--- config.mk ---
export PLATFORM = sky130hd
export DESIGN_NAME = hub_slot
export DESIGN_NICKNAME = d
export VERILOG_FILES = /design/src/rtl/hub_slot.sv
export SDC_FILE = /design/constraint.sdc
export NUM_CORES = 1
export LEC_CHECK = 0
export BUFFER_PORTS_ARGS = -buffer_cell sky130_fd_sc_hd__clkbuf_2
export CORE_MARGIN = 1.5
export CORE_UTILIZATION = 30
export CTS_BUF_LIST = sky130_fd_sc_hd__clkbuf_8 sky130_fd_sc_hd__clkbuf_16
export DETAILED_ROUTE_END_ITERATION = 7
export PLACE_DENSITY_LB_ADDON = 0.12
export SKIP_CTS_REPAIR_TIMING = 1
export SKIP_LAST_GASP = 1
export SLEW_MARGIN = 20
export SYNTH_ARGS = -nofsm -noshare
export SYNTH_HDL_FRONTEND = slang
export SYNTH_SLANG_ARGS = --single-unit
--- constraint.sdc ---
create_clock -name clk_cog -period 4.54 [get_ports clk_cog]
set_clock_uncertainty 0.05 [all_clocks]
set_input_delay 0.681 -clock clk_cog [delete_from_list [all_inputs] [get_ports clk_cog]]
set_output_delay 0.681 -clock clk_cog [all_outputs]
set_load 0.03 [all_outputs]
--- src/rtl/hub_slot.sv ---
// ---------------------------------------------------------------------------
// hub_slot -- hub time-slot sequencer
//
// Generates the hub/cog bus enable strobe and the rotating one-hot slot owner
// that the hub and all eight cogs use to share hub memory and the sys/lock
// logic round-robin. Each slot lasts two clk_cog cycles (one idle, one with
// ena_bus high), so every cog's slot recurs every 16 cycles. The slot order
// never changes, which keeps the fixed pipeline offsets inside the hub valid.
//
// Optional feature (macro HUB_SLOT_STALL_EN): a debug stall that freezes the
// rotation on a slot boundary. Without the macro, stall is ignored and
// stall_ack is tied low.
//
// Ports:
//   clk_cog   in   core clock, all state on rising edge
//   nres      in   asynchronous active-low reset
//   stall     in   debug freeze request (level)
//   ena_bus   out  bus enable, high one cycle in two while running
//   bus_sel   out  [7:0] one-hot owner of the current slot (bit n = cog n)
//   bus_nxt   out  [7:0] one-hot owner of the following slot
//   slot      out  [2:0] binary index of the bus_sel bit
//   rev_cnt   out  [15:0] completed full rotations, wraps mod 2^16
//   stall_ack out  high while frozen
// ---------------------------------------------------------------------------
module hub_slot (
    input  logic        clk_cog,
    input  logic        nres,
    input  logic        stall,
    output logic        ena_bus,
    output logic [7:0]  bus_sel,
    output logic [7:0]  bus_nxt,
    output logic [2:0]  slot,
    output logic [15:0] rev_cnt,
    output logic        stall_ack
);

    typedef enum logic [1:0] {
        RUN_A = 2'd0,
        RUN_B = 2'd1,
        HALT  = 2'd2
    } state_t;

    state_t state_q;
    state_t state_d;

    always_ff @(posedge clk_cog or negedge nres) begin
        if (!nres) begin
            state_q <= RUN_A;
        end else begin
            state_q <= state_d;
        end
    end

    // Stall is only looked at on the edge that ends an ena_bus cycle, so a
    // freeze never splits a slot and a pulse confined to RUN_A is invisible.
    always_comb begin
        state_d = state_q;
        case (state_q)
            RUN_A: state_d = RUN_B;
`ifdef HUB_SLOT_STALL_EN
            RUN_B: state_d = stall ? HALT : RUN_A;
            HALT:  state_d = stall ? HALT : RUN_A;
`else
            RUN_B: state_d = RUN_A;
            HALT:  state_d = RUN_A;
`endif
            default: state_d = RUN_A;
        endcase
    end

`ifndef HUB_SLOT_STALL_EN
    logic unused_stall;
    assign unused_stall = stall;
`endif

    // Strobes come straight from the state register: glitch-free and with no
    // combinational path from stall.
    assign ena_bus = (state_q == RUN_B);
`ifdef HUB_SLOT_STALL_EN
    assign stall_ack = (state_q == HALT);
`else
    assign stall_ack = 1'b0;
`endif

    // Slot registers advance only at the end of an ena_bus cycle; the advance
    // out of RUN_B happens even when that same edge enters HALT, so the
    // frozen slot is the next one in order.
    always_ff @(posedge clk_cog or negedge nres) begin
        if (!nres) begin
            bus_sel <= 8'h01;
            slot    <= 3'd0;
            rev_cnt <= 16'd0;
        end else if (ena_bus) begin
            bus_sel <= {bus_sel[6:0], bus_sel[7]};
            slot    <= slot + 3'd1;
            if (slot == 3'd7) begin
                rev_cnt <= rev_cnt + 16'd1;
            end
        end
    end

    assign bus_nxt = {bus_sel[6:0], bus_sel[7]};

endmodule

==> impl_metrics.sql <==
INSERT INTO impl_metrics (metric_group, metric, value, unit) VALUES
('outcome', 'run_status', 'complete, no violations', ''),
('global_routing', 'initial_antenna_violation_count', '0', ''),
('synthesis', 'seq_area_frac_synth', '55.16', '%'),
('timing', 'timing.final.hold_violations', '0', ''),
('floorplan', 'floorplan.io_pins', '40', ''),
('floorplan', 'floorplan.die.width', '68.13', 'um'),
('drt', 'detail_route.first_pass.iterations', '4', ''),
('critical_path', 'crit_fanout', '17', ''),
('clocking', 'cts-htree-levels', '1', ''),
('floorplan', 'initial_utilization', '31.58', '%'),
('drt', 'routedWlPerCell', '12.15', 'um'),
('critical_path', 'worst-r2r-cell-count', '4', ''),
('global_routing', 'grt_pass1_wl', '3622', 'um'),
('placement', 'place_hpwl', '1577', 'um'),
('timing', 'worstMarginPinSlew', '0.7116', 'ns'),
('synthesis', 'synthesis.area', '1272', 'um^2'),
('power_and_ir_drop', 'p_sw', '0.07729', 'mW'),
('critical_path', 'critPathSlowestCell', 'sky130_fd_sc_hd__dfrtp_1', ''),
('clocking', 'clkLatencyLatePin', '0.27', 'ns'),
('hold_path', 'hold_path_class', 'input port to asynchronous set/reset pin', ''),
('timing', 'final_period_minus_worst_setup_slack', '2.099', 'ns'),
('layout', 'diodes', '0', ''),
('layout', 'nNetsFinal', '134', ''),
('floorplan', 'core_area', '4029', 'um^2'),
('global_routing', 'grt.overflow.total', '0', ''),
('global_routing', 'global_route.usage.total', '10.57', '%'),
('synthesis', 'number_of_instances_in_the_synthesized_netlist', '97', ''),
('flow_run', 'drv.max_cap_violation_count', '0', ''),
('drt', 'vias', '779', ''),
('power_and_ir_drop', 'power.leakage', '0.8350', 'nW'),
('clocking', 'cts.sinks', '28', ''),
('drt', 'dr.first_iter.drc_count', '26', ''),
('global_routing', 'pin_count_of_the_biggest_net_entering_global_routing', '29', ''),
('layout', 'mostFrequentLayoutCells', 'sky130_fd_sc_hd__clkbuf_2 (37), sky130_fd_sc_hd__dfrtp_1 (27), sky130_fd_sc_hd__mux2_2 (11)', ''),
('timing', 'max_clock_freq', '476.5', 'MHz'),
('timing', 'slew_headroom', '52.56', '%'),
('power_and_ir_drop', 'combinationalPowerShare', '1.5', '%'),
('placement', 'gp_congestion', '0.6755', ''),
('synthesis', 'netlist.top_cell.by_area', 'sky130_fd_sc_hd__dfrtp_1', ''),
('power_and_ir_drop', 'internal_power', '0.3270', 'mW'),
('timing', 'setup_violations', '0', ''),
('layout', 'syn2layout_area_growth', '17.50', '%'),
('clocking', 'tritoncts', 'built', ''),
('placement', 'postPlaceCellArea', '1440', 'um^2'),
('critical_path', 'cp-start-kind', 'flop', ''),
('critical_path', 'cp_slowest_stage_delay', '0.78', 'ns'),
('critical_path', 'path_cells', 'clkbuf_2', ''),
('timing', 'fin_setup_tns', '0', 'ns'),
('drt', 'route.antenna.remaining_nets', '0', ''),
('critical_path', 'endpoint_kind', 'output port', ''),
('power_and_ir_drop', 'power.clock.fraction', '36.8', '%'),
('placement', 'buffer_ports.inserted', '37', ''),
('power_and_ir_drop', 'power-per-cell-area', '270.4', 'nW/um^2'),
('power_and_ir_drop', 'sequentialPowerShare', '61.6', '%'),
('power_and_ir_drop', 'worst_ir_drop_vdd', '0.1331', 'mV'),
('global_routing', 'number_of_global_route_vias_before_repair', '764', ''),
('power_and_ir_drop', 'power', '0.4043', 'mW'),
('drt', 'wl', '2151', 'um'),
('drt', 'detail_routed_via_count_per_cell', '4.401', ''),
('critical_path', 'critical_path_cell_count', '1', ''),
('timing', 'rsz0062_at_grt', 'no', ''),
('timing', 'timing.final.crit_share', '46.22', '%'),
('layout', 'final_area', '1495', 'um^2'),
('drt', 'drc', '0', ''),
('timing', 'report.final.slew_viol_count', '0', ''),
('critical_path', 'timing.critical_path.buf_inv', '1', ''),
('floorplan', 'design.die.area', '4641', 'um^2'),
('synthesis', 'post_synth_main_area_contributors', 'sky130_fd_sc_hd__dfrtp_1 (53%), sky130_fd_sc_hd__mux2_2 (9.7%), sky130_fd_sc_hd__xnor2_1 (6.9%)', ''),
('synthesis', 'syn_avg_cell_area', '13.12', 'um^2'),
('synthesis', 'syn_nets', '103', ''),
('synthesis', 'synth_top_area_share', '53.10', '%');
[per-layer routing]
metal  vias to the layer above  global-route usage, %  share of wire, %
met4                         0                  3.750               1.1
met3                         2                  3.454               6.0
met5                         -                      0                 0
met1                       375                  13.58                45
met2                        22                  16.63                48
li1                        380                      -                 -
[logic make-up (layout without fill, tap and decap cells)]
| kind of cell | count (synthesis) | in the layout | share of synthesized area (%) |
|---|---|---|---|
| XOR/XNOR | 16 | 16 | 11.01 |
| adder cells (fa/ha/maj) | 3 | 3 | 2.950 |
| buffers and inverters | 12 | 42 | 6.587 |
| flip-flops | 28 | 28 | 55.16 |
| multiplexers | 11 | 11 | 9.735 |
| other | 1 | 1 | 0.2947 |
| AND/OR/NAND/NOR | 26 | 26 | 14.26 |
[synth_stat cells (all sizes together)]
library cell	n
xnor2	10
ha	3
xor2	6
mux2	11
dfrtp	27
nand2	8
nor3	3
inv	1
conb	1
nand4	3
buf	11
nand3	6
and3	2
dfstp	1
nor2	2
and4	2
[power groups by stage]
| stage | sequential (mW) | clock (mW) | combinational (mW) |
|---|---|---|---|
| after CTS | 0.249 | 0.158 | 0.00655 |
| after global routing | 0.249 | 0.170 | 0.00731 |
| after floorplan | 0.254 | 0 | 0.00174 |
| after global placement | 0.254 | 0 | 0.00644 |
| after detailed placement | 0.254 | 0 | 0.00656 |
| final | 0.249 | 0.149 | 0.00613 |
[final timing paths]
path | from | to | slack, ns
max | state_q[0] | ena_bus | 2.44
min | nres | rev_cnt[15] | 0.40
max reg2reg | state_q[0] | rev_cnt[11] | 2.76
min reg2reg | rev_cnt[15] | rev_cnt[15] | 0.44
min in group clk_cog | rev_cnt[15] | rev_cnt[15] | 0.44
max in group asynchronous | nres | rev_cnt[2] | 3.59
[layout make-up]
cell class / instances / area [um^2]
Timing Repair Buffer: 37 / 185.2
Tap cell: 50 / 62.56
Multi-Input combinational cell: 57 / 486.7
Fill cell: 408 / 2534
Clock buffer: 4 / 55.05
Sequential cell: 28 / 701.9
Inverter: 1 / 3.754
[registers in the layout, summed over array words and instances (netlist names)]
name,cells
rev_cnt,16
bus_sel,8
slot,3
state_q,1
[through the flow]
step                      instances  utilization [%]
after floorplan                  97                -
after global placement          173            35.75
after detailed placement        173            35.75
after CTS                       177            37.11
after global routing            177            37.11
final                           177            37.11
(Power assumes the default switching activity.)
